### src/rtl/i2c_byte_uart_tx.sv
// Buffered UART transmitter fed by the I2C controller byte strobe; bytes are queued in a FIFO
// and sent LSB-first. Optional even-parity bit is compiled in with `define UART_PARITY_EN.
module i2c_byte_uart_tx #(
  parameter int unsigned CLK_FREQ = 50_000_000,
  parameter int unsigned BAUD     = 115200,
  parameter int unsigned ADDR_W   = 4
) (
  input  logic              sys_clk,
  input  logic              sys_rst_n,
  input  logic [7:0]        byte_in,
  input  logic              byte_in_en,
  output logic              byte_ack,
  output logic              uart_tx,
  output logic              busy,
  output logic [ADDR_W:0]   fifo_level,
  output logic              fifo_full,
  output logic [7:0]        drop_cnt
);

  localparam int unsigned DIV   = CLK_FREQ / BAUD;
  localparam int unsigned DEPTH = 2 ** ADDR_W;
  localparam int unsigned CNT_W = (DIV > 1) ? $clog2(DIV) : 1;

`ifdef UART_PARITY_EN
  typedef enum logic [2:0] {StIdle, StStart, StData, StParity, StStop} state_e;
`else
  typedef enum logic [1:0] {StIdle, StStart, StData, StStop} state_e;
`endif

  state_e             state_q, state_d;
  logic [CNT_W-1:0]   cnt_q, cnt_d;
  logic [2:0]         bit_q, bit_d;
  logic [7:0]         shift_q, shift_d;
  logic [ADDR_W-1:0]  wr_ptr_q, wr_ptr_d;
  logic [ADDR_W-1:0]  rd_ptr_q, rd_ptr_d;
  logic [ADDR_W:0]    level_q, level_d;
  logic [7:0]         drop_q, drop_d;
  logic               ack_q, ack_d;
  logic [7:0]         mem_q [DEPTH];

  logic pop, wr_en, full, bit_done;

  assign full     = (level_q == (ADDR_W + 1)'(DEPTH));
  assign pop      = (state_q == StIdle) && (level_q != '0);
  // A pop frees a slot on the same edge, so a full FIFO still accepts that cycle.
  assign wr_en    = byte_in_en && (!full || pop);
  assign bit_done = (cnt_q == CNT_W'(DIV - 1));

  // State register
  always_ff @(posedge sys_clk or negedge sys_rst_n) begin
    if (!sys_rst_n) begin
      state_q <= StIdle;
      cnt_q   <= '0;
      bit_q   <= '0;
      shift_q <= '0;
    end else begin
      state_q <= state_d;
      cnt_q   <= cnt_d;
      bit_q   <= bit_d;
      shift_q <= shift_d;
    end
  end

  // Next-state logic
  always_comb begin
    state_d = state_q;
    cnt_d   = cnt_q;
    bit_d   = bit_q;
    shift_d = shift_q;
    if (state_q != StIdle) begin
      cnt_d = bit_done ? '0 : cnt_q + 1'b1;
    end
    unique case (state_q)
      StIdle: begin
        if (pop) begin
          shift_d = mem_q[rd_ptr_q];
          state_d = StStart;
          cnt_d   = '0;
        end
      end
      StStart: begin
        if (bit_done) begin
          state_d = StData;
          bit_d   = '0;
        end
      end
      StData: begin
        if (bit_done) begin
          if (bit_q == 3'd7) begin
`ifdef UART_PARITY_EN
            state_d = StParity;
`else
            state_d = StStop;
`endif
          end else begin
            bit_d = bit_q + 3'd1;
          end
        end
      end
`ifdef UART_PARITY_EN
      StParity: begin
        if (bit_done) state_d = StStop;
      end
`endif
      StStop: begin
        if (bit_done) state_d = StIdle;
      end
      default: state_d = StIdle;
    endcase
  end

  // Output logic; combinational from state so reset forces the line high immediately
  always_comb begin
    uart_tx = 1'b1;
    unique case (state_q)
      StIdle:   uart_tx = 1'b1;
      StStart:  uart_tx = 1'b0;
      StData:   uart_tx = shift_q[bit_q];
`ifdef UART_PARITY_EN
      StParity: uart_tx = ^shift_q;
`endif
      StStop:   uart_tx = 1'b1;
      default:  uart_tx = 1'b1;
    endcase
  end

  // FIFO bookkeeping
  always_comb begin
    wr_ptr_d = wr_ptr_q;
    rd_ptr_d = rd_ptr_q;
    level_d  = level_q;
    drop_d   = drop_q;
    ack_d    = wr_en;
    if (wr_en) wr_ptr_d = wr_ptr_q + 1'b1;
    if (pop)   rd_ptr_d = rd_ptr_q + 1'b1;
    if (wr_en && !pop) begin
      level_d = level_q + 1'b1;
    end else if (pop && !wr_en) begin
      level_d = level_q - 1'b1;
    end
    if (byte_in_en && !wr_en && (drop_q != 8'hFF)) begin
      drop_d = drop_q + 8'd1;
    end
  end

  always_ff @(posedge sys_clk or negedge sys_rst_n) begin
    if (!sys_rst_n) begin
      wr_ptr_q <= '0;
      rd_ptr_q <= '0;
      level_q  <= '0;
      drop_q   <= '0;
      ack_q    <= 1'b0;
    end else begin
      wr_ptr_q <= wr_ptr_d;
      rd_ptr_q <= rd_ptr_d;
      level_q  <= level_d;
      drop_q   <= drop_d;
      ack_q    <= ack_d;
    end
  end

  // Storage needs no reset: the level counter alone decides what is valid.
  always_ff @(posedge sys_clk) begin
    if (wr_en) mem_q[wr_ptr_q] <= byte_in;
  end

  assign byte_ack   = ack_q;
  assign busy       = (state_q != StIdle) || (level_q != '0);
  assign fifo_level = level_q;
  assign fifo_full  = full;
  assign drop_cnt   = drop_q;

endmodule

### config.mk
export PLATFORM = sky130hd
export DESIGN_NAME = i2c_byte_uart_tx
export DESIGN_NICKNAME = d
export VERILOG_FILES = /design/src/rtl/i2c_byte_uart_tx.sv
export SDC_FILE = /design/constraint.sdc
export NUM_CORES = 1
export LEC_CHECK = 0
export ABC_AREA = 1
export CAP_MARGIN = 20
export CORE_AREA = 4 4 126 128
export CTS_CLUSTER_SIZE = 25
export DETAILED_ROUTE_END_ITERATION = 7
export DIE_AREA = 0 0 130 132
export HOLD_SLACK_MARGIN = 0.1
export PLACE_DENSITY_LB_ADDON = 0.15
export SYNTH_ARGS = -nofsm -noshare
export SYNTH_HDL_FRONTEND = slang
export SYNTH_SLANG_ARGS = --single-unit
### constraint.sdc
create_clock -name sys_clk -period 2.31 [get_ports sys_clk]
set_clock_uncertainty 0.1 [all_clocks]
set_input_delay 0.231 -clock sys_clk [delete_from_list [all_inputs] [get_ports sys_clk]]
set_output_delay 0.231 -clock sys_clk [all_outputs]
set_load 0.05 [all_outputs]
# == Word level (Yosys, flattened, before mapping) ==
# Memories as Yosys holds them, arrays and structs flattened. A register that Yosys moved wholly into a read port is not among the register bits.
# Cells that the tools add are included.
# Widths: inputs -> output; s select.
# totals
reg_bits,36
ramBits,128
inputBits,11
output_inout_bits,17
word_cells,72
memories,1
# classes
add_sub_neg,7
order_cmp,1
n_eq_ne,13
muxes,21
reduce_logical,21
# memory_table
name,depth,word_bits,read_ports,rd_clocked_by_memory_dff,wr,line_no,source
mem_q,16,8,1,1,1,39,logic [7:0] mem_q [DEPTH];
# ops
operator,n
$mux 9,4
$ne 2x2->1 const B,6
$mux 2,5
$mux 5,2
$add 9x1->9 const B,1
$eq 9x9->1 const B,1
$mux 3,3
$add 4x1->4 const B,2
$add 8x1->8 const B,1
$ne 8x8->1 const B,1
$pmux 2 s4,1
$logic_and 1x1->1,6
$pmux 3 s2,1
$reduce_bool 2->1,3
$add 5x1->5 const B,1
$eq 5x5->1 const B,1
$reduce_and 5->1,1
$reduce_bool 5->1,1
$sub 5x1->5 const B,1
$eq 2x2->1 const B,2
$logic_not 1->1,4
$lt 3x4->1 const B,1
$reduce_and 4->1,1
$add 3x1->3 const B,1
9 further kinds,12

# == Logic depth before layout (Yosys ltp) ==
# Gate-level depths: netlist of run 1.
# logic_depth
ltp_word,8
ltp_mapped,15
ltp_nobuf,15

# == Worst setup path before layout of run 1 ==
# Ideal clock, no wire load.
# synth_path
kind,register -> register
startpoint,reg level_q[2] (netlist: fifo_level[2])
endpoint,reg level_q[4] (netlist: fifo_level[4])
setup_time_ns,0.121
arrival_ns,2.950
required_ns,2.089
slack_ns,-0.861
stages_incl_launch_ff,16
n_path_buf,0
synth_period_minus_slack_ns,3.171
path_cell_list,dfrtp_1 nor2_2 nand3_1 nor2_2 nand2_2 nand2_2 inv_4 ha_1 inv_1 ha_1 a21oi_1 o21ai_0 a21oi_1 o21ai_0 nand2_1 nand2_1
# synth_between
elab_chain_len,7
elab_cells_between_ends,15
cone_classes,add/sub (2); eq/ne (1); mux (2); reduce/logical (10)
# synth_rtl
item,line_no,source
from (decl),36,"logic [ADDR_W:0] level_q, level_d;"
from (signal assigned),156,level_q <= level_d;
$eq 5x5->1 (*),43,assign full = (level_q == (ADDR_W + 1)'(DEPTH));
via fifo_full,16,"output logic fifo_full,"
$logic_not 1->1 (*),46,assign wr_en = byte_in_en && (!full || pop);
$logic_or 1x1->1 (*),46,
$logic_and 1x1->1 (*),46,
via ack_d,38,"logic ack_q, ack_d;"
$logic_not 1->1,138,end else if (pop && !wr_en) begin
$logic_and 1x1->1,138,
$reduce_bool 2->1 (no line),-,
# The timed path passes the listed nets; every way through them passes the cells marked *. The select of a mux whose other input is x is not followed.
# A chain may end at the register's enable or synchronous reset.

# == Final worst setup path of run 1 ==
# layout_path
startpoint,reg level_q[3] (netlist: fifo_level[3])
endpoint,reg level_q[4] (netlist: fifo_level[4])
# layout_between
elab_chain_len,7
elab_cells_between_ends,15
cone_classes,add/sub (2); eq/ne (1); mux (2); reduce/logical (10)
# layout_rtl
item,line_no
$eq 5x5->1 / $reduce_bool 5->1 (equally long branches),"43, 44"
$logic_not 1->1 / $logic_and 1x1->1 (equally long branches),"46, 44"
$logic_or 1x1->1 (*),46
$logic_and 1x1->1 (*),46
via ack_d,38
$logic_not 1->1,138
$logic_and 1x1->1,138
$reduce_bool 2->1 (no line),-
# Marks and branches as above.

==> flow_metrics.tcl, run 1 <==
set metrics [dict create \
    outcome "complete, no violations" \
    cts_root_buf "clkbuf_16" \
    vias 5556 \
    synth_nets 857 \
    grt_pass1_vias 5437 \
    place_ws_ns 0.0514 \
    drive_gt1_share_pct 11.9 \
    n_antenna_cell 0 \
    clock.fmax_mhz 453 \
    drt-met1-wl_um 7360 \
    routed-wl-met2_um 8480 \
    finalCritPeriodShare_pct 95.6 \
    clock_sinks 172 \
    synth.top_cell.area_share_pct 47.9 \
    critPathTopFamily "simple AND/OR/NAND/NOR gates" \
    yosysSeqAreaShare_pct 61.7 \
    leakagePower_nw 4.15 \
    ir_worst_vdd_mv 0.578 \
    drc 0 \
    critical_path.max_fanout 3 \
    routed_via_density 5.14 \
    die_w_um 130 \
    top_layer_used "met4" \
    grt_max_degree 42 \
    p_sw_share_pct 28.5 \
    arrival_ns 2.42 \
    initial_utilization_pct 53.9 \
    num_io_pins 28 \
    min_path_type "in -> async" \
    ys.flop_type "edfxtp_1" \
    syn_to_final_growth_pct 15.7 \
    fin_crit_ns 2.21 \
    num_rows 45 \
    r2r_cells 12 \
    clockPowerShare_pct 32.9 \
    tightest_slew_ns 0.701 \
    dp.cells 1048 \
    drt_pass1_iterations 5 \
    cp_slowest_cell "dfrtp_2" \
    drv_slew 0 \
    critPathBufInv 1 \
    yosys-top-cells-area "edfxtp_1 (48%), dfrtp_1 (14%), nand2_1 (12%)" \
    synth_edf_count 128 \
    stdcell_count 1081 \
    gr-total-overflow 0 \
    power.density_nw_per_um2 851 \
    nNetsFinal 912 \
    max_slew_margin_pct 53.1 \
    crit_chain "nor2_4, nand3_2, nor2_4, nand2_4, nand2_4, inv_6, ha_4, fa_1, o21ai_2, a21oi_2, o211ai_1, nand2_1" \
    ys_types 33 \
    gp_congestion 0.959 \
    slowest_delay_ns 0.42 \
    end_kind "flop" \
    dieArea_um2 17200 \
    cts_buffer_depth 2 \
    internal_power_mw 5.64 \
    worst_slack_ns 0.102 \
    routedWlPerCell_um 15.8 \
    die_h_um 132 \
    grt_antenna_before_repair 0 \
    cp_data_required_time_ns 2.52 \
    r2r_slack_ns 0.10 \
    ys_async_sr_fraction_pct 25.6 \
    critPathLaunchType "flop" \
    ant_nets 0 \
    grt_usage_pct 21.2 \
    htree_levels 4 \
    core_um2 14900 \
    reg2reg_to "fifo_level[4]" \
    cts_tree "built" \
    wl_met3_um 925 \
    finalInstanceArea_um2 9270 \
    finalHoldViolCount 0 \
    clk_latency_ns 0.42 \
    cap_viol_max_count 0 \
    place_area_um2 8700 \
    clkTransAtPathRegs_ns 0.06 \
    wl_um 17100 \
    cts_buffers 17 \
    power.total_mw 7.90 \
    critical_path.startpoint "fifo_level[3]" \
    reg2reg_from "fifo_level[3]" \
    hpwl_um 11400 \
    drt_first_iter_violations 443 \
    fillers 1238 \
    synth_cells 826 \
    grt_pass1_wl_um 27800 \
    combPwrFrac_pct 19.0 \
    setup_violations 0 \
    p_switching_mw 2.25 \
    path_class "reg -> reg" \
    avgSynthCellArea_um2 9.71 \
    seqPwrFrac_pct 48.2 \
    synth_seq_cells 172 \
    io_buffer_count 27 \
    synth_top_area_cell "edfxtp_1" \
    synth_area_um2 8020 \
    yosysWarnings 0 \
]
worst max path at each step:
stage                    end  slack, ns  cells past startpoint
2_1_floorplan  fifo_level[4]      -0.30                     15
3_3_place_gp   fifo_level[4]       0.09                     15
3_5_place_dp   fifo_level[4]       0.05                     15
4_1_cts        fifo_level[4]       0.03                     15
5_1_grt        fifo_level[4]      -0.04                     14
6_report       fifo_level[4]       0.10                     12
stage by stage:
step | hold slack (ns) | utilization, % | TNS [ns]
after detailed placement | 0.108 | 58.6 | 0
after CTS | 0.203 | 62.2 | 0
after floorplan | -0.165 | - | -0.682
after global routing | 0.243 | 62.4 | -0.0363
after global placement | 0.110 | 58.6 | 0
final | 0.201 | 62.4 | 0
registers in the layout (all words and copies together) (netlist names):
signal,flops
shift_q,8
rd_ptr_q,4
bit_q,3
drop_cnt,8
cnt_q,9
byte_ack,1
fifo_level,5
state_q,2
mem_q,128
wr_ptr_q,4
logic make-up (layout without fill, tap and decap cells):
| logic type | count (synthesis) | in the layout | synth area share, % |
|---|---|---|---|
| compound gates | 32 | 32 | 2.12 |
| xor+xnor | 18 | 18 | 1.97 |
| fa+ha+maj | 20 | 20 | 3.21 |
| buf+inv | 162 | 229 | 8.33 |
| flops | 172 | 172 | 61.7 |
| simple gates | 422 | 422 | 22.7 |
cells in the final DEF, fill, tap and decap left out, types with 3 or more instances in the layout:
cell             Yosys  final
dfrtp_2              0      6
inv_2                3      5
ha_1                19     16
xnor2_1              6      6
clkdlybuf4s50_1      0     23
nand3b_1             3      3
a21oi_1              8      5
o22ai_1              6      6
clkinv_2             0      6
edfxtp_1           128    128
buf_4                7     38
o21ai_0             13     11
clkinv_4             0      3
nor3_1               4      4
clkbuf_16            0     17
xor2_1              12     12
dfrtp_1             44     38
inv_1              127    124
a21oi_2              0      3
o21ai_1              4      5
nand2_2              5      3
nand3_1            114    113
nand2_1            252    252
nand2_4              2      4
nor2_1              32     32
layer usage:
layer / vias up / global-route usage [%]
met5: - / 0
met4: 0 / 6.93
met3: 31 / 4.50
met2: 120 / 34.6
met1: 2640 / 28.4
li1: 2765 / -
layout make-up:
cell class / count / area (µm²) / share of cell area (%)
Multi-Input combinational cell: 492 / 2470 / 26.7
Sequential cell: 172 / 4950 / 53.4
Tap cell: 188 / 235 / 2.54
Clock buffer: 19 / 433 / 4.67
Inverter: 133 / 507 / 5.46
Clock inverter: 12 / 101 / 1.09
Timing Repair Buffer: 65 / 571 / 6.15
synthesized netlist by cell type (3+ instances only):
cell type / instances
nor2_1: 32
edfxtp_1: 128
buf_4: 7
o22ai_1: 6
nand2_1: 252
ha_1: 19
nor2_2: 3
a21oi_1: 8
nand2_2: 5
nand3_1: 114
xor2_1: 12
dfrtp_1: 44
nand3b_1: 3
inv_1: 127
inv_2: 3
nor3_1: 4
o21ai_1: 4
o21ai_0: 13
buf_2: 19
xnor2_1: 6
power by group through the flow:
stage          logic, mW  registers [mW]  clock network, mW
2_1_floorplan      0.726            4.09                  0
3_3_place_gp        1.44            3.85                  0
3_5_place_dp        1.49            3.86                  0
4_1_cts             1.50            3.80               2.63
5_1_grt             1.64            3.83               2.79
6_report            1.50            3.80               2.59
timing repair:
item / in CTS / in global routing
setup buffers: 0 / 1
resized for setup: 1 / 5
endpoints found under the hold margin: 19 / 0
hold buffers: 1 / 0
pin swaps: 0 / 1
endpoints found under the setup margin: 1 / 2
(Power assumes the default switching activity.)
==> run 2, diff against run 1 <==
CORE_AREA = 4 4 178 180   (was 4 4 126 128)
DIE_AREA = 0 0 182 184   (was 0 0 130 132)
==> run 2 against run 1 <==
  * Register-to-register slack better by 0.02 ns
  * Power is 1.6% higher
  * Flip-flop and latch count stayed put
  * Highest routed layer unchanged
  * Clock-buffer cell count is 1 lower
  * Critical endpoint unchanged
==> flow_metrics.tcl, run 2 (synthesized netlist as in run 1, its figures left out) <==
set metrics [dict create \
    outcome "complete, no violations" \
    power.density_nw_per_um2 834 \
    cp_slowest_cell "dfrtp_2" \
    syn_to_final_growth_pct 19.9 \
    rsz0062_at_grt "yes" \
    ant_nets 0 \
    grt_pass1_wl_um 30700 \
    gr-total-overflow 0 \
    drt_pass1_iterations 4 \
    io_buffer_count 27 \
    place_ws_ns 0.0552 \
    ir_worst_vdd_mv 0.406 \
    finalCritPeriodShare_pct 94.7 \
    arrival_ns 2.40 \
    vias 5388 \
    hpwl_um 12600 \
    clk_latency_ns 0.42 \
    critPathLaunchType "flop" \
    die_h_um 184 \
    max_flop_register "mem_q" \
    tightest_slew_ns 0.700 \
    n_antenna_cell 0 \
    leakagePower_nw 4.19 \
    drv_slew 0 \
    crit_chain "nor2_4, nand3_2, nor2_4, nand2_4, nand2_4, inv_6, ha_4, fa_1, o21ai_2, a21oi_2, o211ai_1, nand2_1" \
    reg_top3 "mem_q x128, cnt_q x9" \
    critical_path.max_fanout 3 \
    grt_usage_pct 11.8 \
    final_cell_mix "nand2_1 (252), edfxtp_1 (128), inv_1 (125), nand3_1 (113), buf_4 (40)" \
    largest_reg_flops 128 \
    cts_tree "built" \
    core_um2 30200 \
    cts_buffer_depth 2 \
    setup_tns_ns 0 \
    utilization_pct 31.9 \
    min_path_type "in -> async" \
    routed_via_density 4.16 \
    max_slew_margin_pct 53.2 \
    routedWlPerCell_um 14.6 \
    dieArea_um2 33500 \
    finalHoldViolCount 0 \
    wl_um 18900 \
    drc 0 \
    grt_pass1_vias 5355 \
    clock.fmax_mhz 457 \
    clkTransAtPathRegs_ns 0.07 \
    cts_root_buf "clkbuf_16" \
    num_io_pins 28 \
    grt_antenna_before_repair 0 \
    worst_hold_slack_ns 0.234 \
    initial_utilization_pct 26.6 \
    num_rows 64 \
    slowest_delay_ns 0.42 \
    cap_viol_max_count 0 \
    clock_sinks 172 \
    gp_congestion 0.760 \
    worst_slack_ns 0.123 \
    htree_levels 4 \
    fin_crit_ns 2.19 \
    drt_first_iter_violations 221 \
    grt_max_degree 67 \
    end_kind "flop" \
    die_w_um 182 \
    drive_gt1_share_pct 12.1 \
    cts_buffers 17 \
    path_class "reg -> reg" \
    nNetsFinal 917 \
    setup_violations 0 \
    layout_commonest_cell "nand2_1" \
    cp_data_required_time_ns 2.52 \
    fillers 3123 \
]
-- run 2: changes by cell type in the layout (fill, tap and decap cells not counted), sizes merged --
cell,change
clkbuf,-1
bufinv,-1
buf,+5
inv,+7
clkinv,-4
-- run 2: metal layers --
layer	wire length [µm]	global-route usage [%]
met1	8880	15.4
met2	9440	20.2
met3	340	2.14
met4	207	3.12
met5	0	0
-- run 2: area by class of cell --
| cell class | count | area [µm²] | share of cell area [%] |
|---|---|---|---|
| clock buffer | 18 | 429 | 4.46 |
| multi-input combinational | 492 | 2470 | 25.7 |
| timing repair buffer | 70 | 646 | 6.71 |
| clock inverter | 14 | 111 | 1.16 |
| tap | 396 | 495 | 5.15 |
| sequential | 172 | 4950 | 51.5 |
| inverter | 133 | 509 | 5.30 |
-- run 2: stage by stage --
stage	std cells	area, µm²	power [mW]
after CTS	1293	9580	8.11
after global routing	1295	9620	8.46
after detailed placement	1260	9030	5.40
final	1295	9620	8.02
after floorplan	826	8080	4.81
after global placement	1260	9030	5.40
-- run 2: worst max-delay path, delay by kind of cell (launching register included) --
kind,cells,cell delay [ns]
AND/OR/NAND/NOR,6,0.59
buffers and inverters,1,0.04
adder cells (fa/ha/maj),2,0.58
AO/OA/AOI/OAI,3,0.36
flip-flops,1,0.42
-- run 2: what timing repair did --
action | CTS | global route
hold buffers | 1 | 0
buffers inserted | 0 | 2
endpoints found under the setup margin | 0 | 4
endpoints found under the hold margin | 21 | 0
gates resized for setup | 0 | 6
-- run 2: worst paths after layout --
path                          startpoint            end  depth (start not counted)  slack [ns]
max reg2reg                fifo_level[3]  fifo_level[4]                         12        0.12
min reg2reg                   shift_q[5]     shift_q[5]                          2        0.38
max                        fifo_level[3]  fifo_level[4]                         12        0.12
min in group sys_clk          shift_q[5]     shift_q[5]                          2        0.38
min                            sys_rst_n       cnt_q[4]                          2        0.23
max in group asynchronous      sys_rst_n    drop_cnt[6]                          3        1.28
-- run 2: power by group --
part | leakage [nW] | total [mW] | internal (mW) | switching (mW)
combinational | 2.22 | 1.55 | 0.548 | 1.00
clock | 0.261 | 2.68 | 1.40 | 1.28
sequential | 1.70 | 3.79 | 3.65 | 0.144
total | 4.19 | 8.02 | 5.60 | 2.42
